`config.mk`:
```
export PLATFORM = sky130hd
export DESIGN_NAME = intdiv_ctrl
export DESIGN_NICKNAME = d
export VERILOG_FILES = /design/src/rtl/intdiv_ctrl.sv
export SDC_FILE = /design/constraint.sdc
export NUM_CORES = 1
export LEC_CHECK = 0
export CAP_MARGIN = 0
export CORE_ASPECT_RATIO = 0.75
export CORE_MARGIN = 2
export CORE_UTILIZATION = 39
export CTS_CLUSTER_DIAMETER = 60
export CTS_CLUSTER_SIZE = 20
export DETAILED_ROUTE_END_ITERATION = 6
export PLACE_DENSITY = 0.69
export SLEW_MARGIN = 10
export SYNTH_ARGS = -nofsm -noshare
export SYNTH_HDL_FRONTEND = slang
export SYNTH_SLANG_ARGS = --single-unit
```
`constraint.sdc`:
```
create_clock -name clock -period 5.3 [get_ports clock]
set_input_delay 0.795 -clock clock [delete_from_list [all_inputs] [get_ports clock]]
set_output_delay 0.795 -clock clock [all_outputs]
set_load 0.03 [all_outputs]
```
`src/rtl/intdiv_ctrl.sv`:
```
// Valid/ready wrapper around a fixed-latency pipelined signed divider: classifies operands,
// tracks in-flight operations with a tag pipe and buffers results in a credit-guarded FIFO.
module intdiv_ctrl #(
    parameter int unsigned N     = 4,
    parameter int unsigned LAT   = 6,
    parameter int unsigned DEPTH = 8
) (
    input  logic         clock,
    input  logic         reset,
    input  logic         in_valid,
    output logic         in_ready,
    input  logic [N-1:0] in_x,
    input  logic [N-1:0] in_y,
    output logic [N-1:0] div_x,
    output logic [N-1:0] div_y,
    input  logic [N-1:0] div_z,
    input  logic [N-1:0] div_r,
    output logic         out_valid,
    input  logic         out_ready,
    output logic [N-1:0] out_z,
    output logic [N-1:0] out_r,
    output logic         out_dz,
    output logic         out_ovf
);

    localparam int unsigned PtrW  = $clog2(DEPTH);
    localparam int unsigned CredW = $clog2(DEPTH + 1);
    localparam logic [N-1:0] MinVal = {1'b1, {(N-1){1'b0}}};

    logic dz;
    logic ovf;
    logic accept;
    logic wr_en;
    logic pop;

    // Operand classification and divider drive
    always_comb begin
        dz    = (in_y == '0);
        ovf   = (in_x == MinVal) && (in_y == '1) && !dz;
        div_x = in_x;
        div_y = (dz || ovf) ? N'(1) : in_y;
    end

    assign accept = in_valid && in_ready;

    // Tag pipe: bit i is stage i; the top stage lines up with the divider output
    logic [LAT-1:0] tag_v_q,   tag_v_d;
    logic [LAT-1:0] tag_dz_q,  tag_dz_d;
    logic [LAT-1:0] tag_ovf_q, tag_ovf_d;

    always_comb begin
        tag_v_d   = (tag_v_q   << 1) | LAT'(accept);
        tag_dz_d  = (tag_dz_q  << 1) | LAT'(dz);
        tag_ovf_d = (tag_ovf_q << 1) | LAT'(ovf);
    end

    always_ff @(posedge clock or negedge reset) begin
        if (!reset) begin
            tag_v_q   <= '0;
            tag_dz_q  <= '0;
            tag_ovf_q <= '0;
        end else begin
            tag_v_q   <= tag_v_d;
            tag_dz_q  <= tag_dz_d;
            tag_ovf_q <= tag_ovf_d;
        end
    end

    // Result formatting at the write point
    logic [N-1:0] wr_z;
    logic [N-1:0] wr_r;
    logic         wr_dz;
    logic         wr_ovf;

    always_comb begin
        wr_en  = tag_v_q[LAT-1];
        wr_dz  = tag_dz_q[LAT-1];
        wr_ovf = tag_ovf_q[LAT-1];
        wr_z   = wr_dz ? '1 : div_z;
        wr_r   = wr_dz ? div_z : div_r;
    end

    // Output FIFO storage, not reset: contents are qualified by the count
    logic [N-1:0] mem_z_q   [DEPTH];
    logic [N-1:0] mem_r_q   [DEPTH];
    logic         mem_dz_q  [DEPTH];
    logic         mem_ovf_q [DEPTH];

    logic [PtrW-1:0]  wr_ptr_q,   wr_ptr_d;
    logic [PtrW-1:0]  rd_ptr_q,   rd_ptr_d;
    logic [CredW-1:0] fifo_cnt_q, fifo_cnt_d;
    logic [CredW-1:0] credits_q,  credits_d;

    always_ff @(posedge clock) begin
        if (wr_en) begin
            mem_z_q[wr_ptr_q]   <= wr_z;
            mem_r_q[wr_ptr_q]   <= wr_r;
            mem_dz_q[wr_ptr_q]  <= wr_dz;
            mem_ovf_q[wr_ptr_q] <= wr_ovf;
        end
    end

    always_comb begin
        out_valid = (fifo_cnt_q != '0);
        pop       = out_valid && out_ready;
        in_ready  = (credits_q < CredW'(DEPTH));
        out_z     = out_valid ? mem_z_q[rd_ptr_q]   : '0;
        out_r     = out_valid ? mem_r_q[rd_ptr_q]   : '0;
        out_dz    = out_valid ? mem_dz_q[rd_ptr_q]  : 1'b0;
        out_ovf   = out_valid ? mem_ovf_q[rd_ptr_q] : 1'b0;
    end

    always_comb begin
        wr_ptr_d   = wr_en ? wr_ptr_q + PtrW'(1) : wr_ptr_q;
        rd_ptr_d   = pop   ? rd_ptr_q + PtrW'(1) : rd_ptr_q;
        fifo_cnt_d = fifo_cnt_q;
        if (wr_en && !pop) begin
            fifo_cnt_d = fifo_cnt_q + CredW'(1);
        end else if (!wr_en && pop) begin
            fifo_cnt_d = fifo_cnt_q - CredW'(1);
        end
        // Credits cover both in-flight and stored operations
        credits_d = credits_q;
        if (accept && !pop) begin
            credits_d = credits_q + CredW'(1);
        end else if (!accept && pop) begin
            credits_d = credits_q - CredW'(1);
        end
    end

    always_ff @(posedge clock or negedge reset) begin
        if (!reset) begin
            wr_ptr_q   <= '0;
            rd_ptr_q   <= '0;
            fifo_cnt_q <= '0;
            credits_q  <= '0;
        end else begin
            wr_ptr_q   <= wr_ptr_d;
            rd_ptr_q   <= rd_ptr_d;
            fifo_cnt_q <= fifo_cnt_d;
            credits_q  <= credits_d;
        end
    end

    fifo_no_overflow_a: assert property (@(posedge clock) disable iff (!reset)
        wr_en |-> (fifo_cnt_q < CredW'(DEPTH)));

endmodule

```
==> impl_metrics.toml <==
[timing]
fin_skew_ns = 0.00822
setup_violations = 0
maxSlewViolCount = 0
max_freq_mhz = 276
rsz0062_at_grt = "false"
worst_pin_slew_ns = 1.18
period_share = 0.684
setup-tns-final_ns = 0
timing.final.crit_period_ns = 3.62
hold_viol = 0
slew_headroom = 0.207

[finish]
finalNetCount = 320
finalInstanceArea_um2 = 5380
diodes = 0
layout-drive-gt1-share = 0.200
area_growth_pct = 18.4
final_util = 0.468
n_fill_cell = 975

[synth]
syn-num-nets = 279
syn_area_um2 = 4540
synth_top_area_share = 0.529
synthFlopType = "edfxtp_1"
async_reset_ff_frac = 0.286
yosysWarnings = 0
syn-mean-instance-area_um2 = 18.2
synth.largest_area_cell = "edfxtp_1"
yosys.cell_count.top_type = "edfxtp_1"
ys_seq_area_frac = 0.706
synth.distinct_cells = 36
synthCells = 249
synth-seq-cells = 112
synth_area_leaders = "edfxtp_1, dfrtp_1, mux4_2, ha_1, mux2_2"
synth-edff-count = 80
netlist_top_cells_count = "edfxtp_1, dfrtp_1, mux4_2"

[worst_hold_path]
holdCritStartpoint = "tag_ovf_q[3]"
hold_path.class = "flop to flop"

[pwr]
clockPowerShare = 0.231
power_frac_comb = 0.357
p_int_w = 0.00199
pwr-share-seq = 0.412
power.density_nw_per_um2 = 553
switching_share = 0.332
ir_drop_uv = 183
power_leakage_nw = 1.91
p_switching_w = 0.000985

[placement]
io_buffers = 39
gp_congestion = 0.722
hpwl_mm = 5.20
placed_area_um2 = 5060

[detailed_routing]
wire_per_inst_um = 17.9
drc = 0
num_vias = 2290
ant_nets = 0
via_per_inst = 5.22
drtIter0Drc = 161
detail_route.first_pass.iterations = 4
drt_wl_total_mm = 7.87

[clock_tree]
hold_buffers = 0
cts_root_buf = "clkbuf_16"
cts_resized = 0
clock_sinks = 112
path_clk_slew_ns = 0.07
htreeDepth = 3
cts_setup_buffers = 0
cts_tree = "built"
cts_buffer_depth = 2
clk_latency_ns = 0.34
cts_buffers = 9

[critical_path]
crit_arrival_ns = 2.83
required_ns = 4.51
max_stage_delay_ns = 0.71
path_cells = "buf_4 > mux4_2 > a22o_1 > clkdlybuf4s50_1"
cp-start-kind = "flop"
critPathBufInv = 2
end_kind = "primary output"
path_class = "flop to primary output"
critPathTopFamily = "buffers and inverters"
reg2reg_from = "fifo_cnt_q[0]"
cp_slowest_cell = "dfrtp_1"
startpoint = "rd_ptr_q[0]"
cp_max_fo = 13

[grt]
grt_max_degree = 33
grt_pass1_wl_mm = 12.6
overflow = 0
grt_pass1_vias = 2384
grt_usage = 0.134
antenna_found_initial = 0

[floorplanning]
die_y_um = 97.4
die_area_um2 = 12500
start_util = 0.395
die_w_um = 129
num_rows = 34
pin_count = 40
core_um2 = 11500

[outcome]
status = "finished clean"

[run]
cap_violations = 0
==> logic make-up after synthesis <==
logic type | Yosys count | synth area share
AND/OR/NAND/NOR | 47 | 0.0593
XOR/XNOR | 8 | 0.0154
buffers and inverters | 17 | 0.0229
AO/OA/AOI/OAI | 25 | 0.0424
flip-flops | 112 | 0.706
multiplexers | 30 | 0.123
adder cells (fa/ha/maj) | 10 | 0.0309
==> cell type report <==
cell class / instances / area (um^2) / area share
Tap cell: 144 / 180 / 0.0335
Multi-Input combinational cell: 120 / 1240 / 0.231
Clock buffer: 9 / 225 / 0.0419
Clock inverter: 7 / 85.1 / 0.0158
Timing Repair Buffer: 44 / 428 / 0.0796
Inverter: 3 / 11.3 / 0.00209
Sequential cell: 112 / 3200 / 0.596
==> layout by cell type (no fill, tap or decap), drive strengths merged, types with 3 or more instances in the layout <==
cell | synthesis | routed
edfxtp | 80 | 80
clkdlybuf4s50 | 0 | 39
dfrtp | 32 | 32
mux4 | 20 | 20
a22o | 10 | 10
clkbuf | 5 | 9
mux2 | 8 | 8
nand2 | 8 | 8
ha | 8 | 8
xnor2 | 7 | 7
inv | 3 | 7
nor2 | 6 | 6
or2 | 5 | 5
nand3 | 5 | 5
buf | 9 | 5
nor3 | 5 | 5
a21oi | 4 | 4
o211ai | 4 | 4
and3 | 3 | 3
a21boi | 3 | 3
nand2b | 3 | 3
or4 | 3 | 3
==> power by group through the flow <==
| stage | clock [W] | combinational [W] | sequential [W] |
|---|---|---|---|
| finish | 0.000688 | 0.00106 | 0.00122 |
| global route | 0.000740 | 0.00114 | 0.00125 |
| CTS | 0.000698 | 0.00107 | 0.00123 |
| detailed placement | 0 | 0.00107 | 0.00125 |
| global placement | 0 | 0.00104 | 0.00124 |
| floorplan | 0 | 0.000822 | 0.00117 |
==> per-layer routing <==
| metal | vias to the layer above | routed length, um | GRT usage |
|---|---|---|---|
| met2 | 50 | 3790 | 0.213 |
| li1 | 1055 | - | - |
| met1 | 1176 | 3680 | 0.184 |
| met4 | 0 | 102 | 0.0360 |
| met3 | 9 | 292 | 0.0347 |
| met5 | - | 0 | 0 |
==> final timing paths <==
path	endpoint	slack (ns)	cells past startpoint
min	tag_ovf_q[4]	0.35	0
min reg2reg	tag_ovf_q[4]	0.35	0
min in group asynchronous	fifo_cnt_q[3]	0.85	2
max reg2reg	fifo_cnt_q[3]	2.44	8
max	out_dz	1.68	4
max in group asynchronous	credits_q[0]	4.16	2
==> registers in the layout, summed over array words and instances, names as in the netlist <==
| register | flops |
|---|---|
| mem_dz_q | 8 |
| fifo_cnt_q | 4 |
| tag_dz_q | 6 |
| credits_q | 4 |
| tag_v_q | 6 |
| rd_ptr_q | 3 |
| wr_ptr_q | 3 |
| mem_z_q | 32 |
| mem_ovf_q | 8 |
| mem_r_q | 32 |
| tag_ovf_q | 6 |
==> through the flow <==
stage	cells	setup WS [ns]	hold slack [ns]	power, W
floorplan	249	2.59	0.331	0.00199
global placement	423	2.00	0.334	0.00228
detailed placement	423	1.98	0.336	0.00231
CTS	439	1.59	0.351	0.00300
global route	439	1.48	0.357	0.00314
finish	439	1.68	0.352	0.00297
No activity file was read; power rests on OpenSTA's default activity.
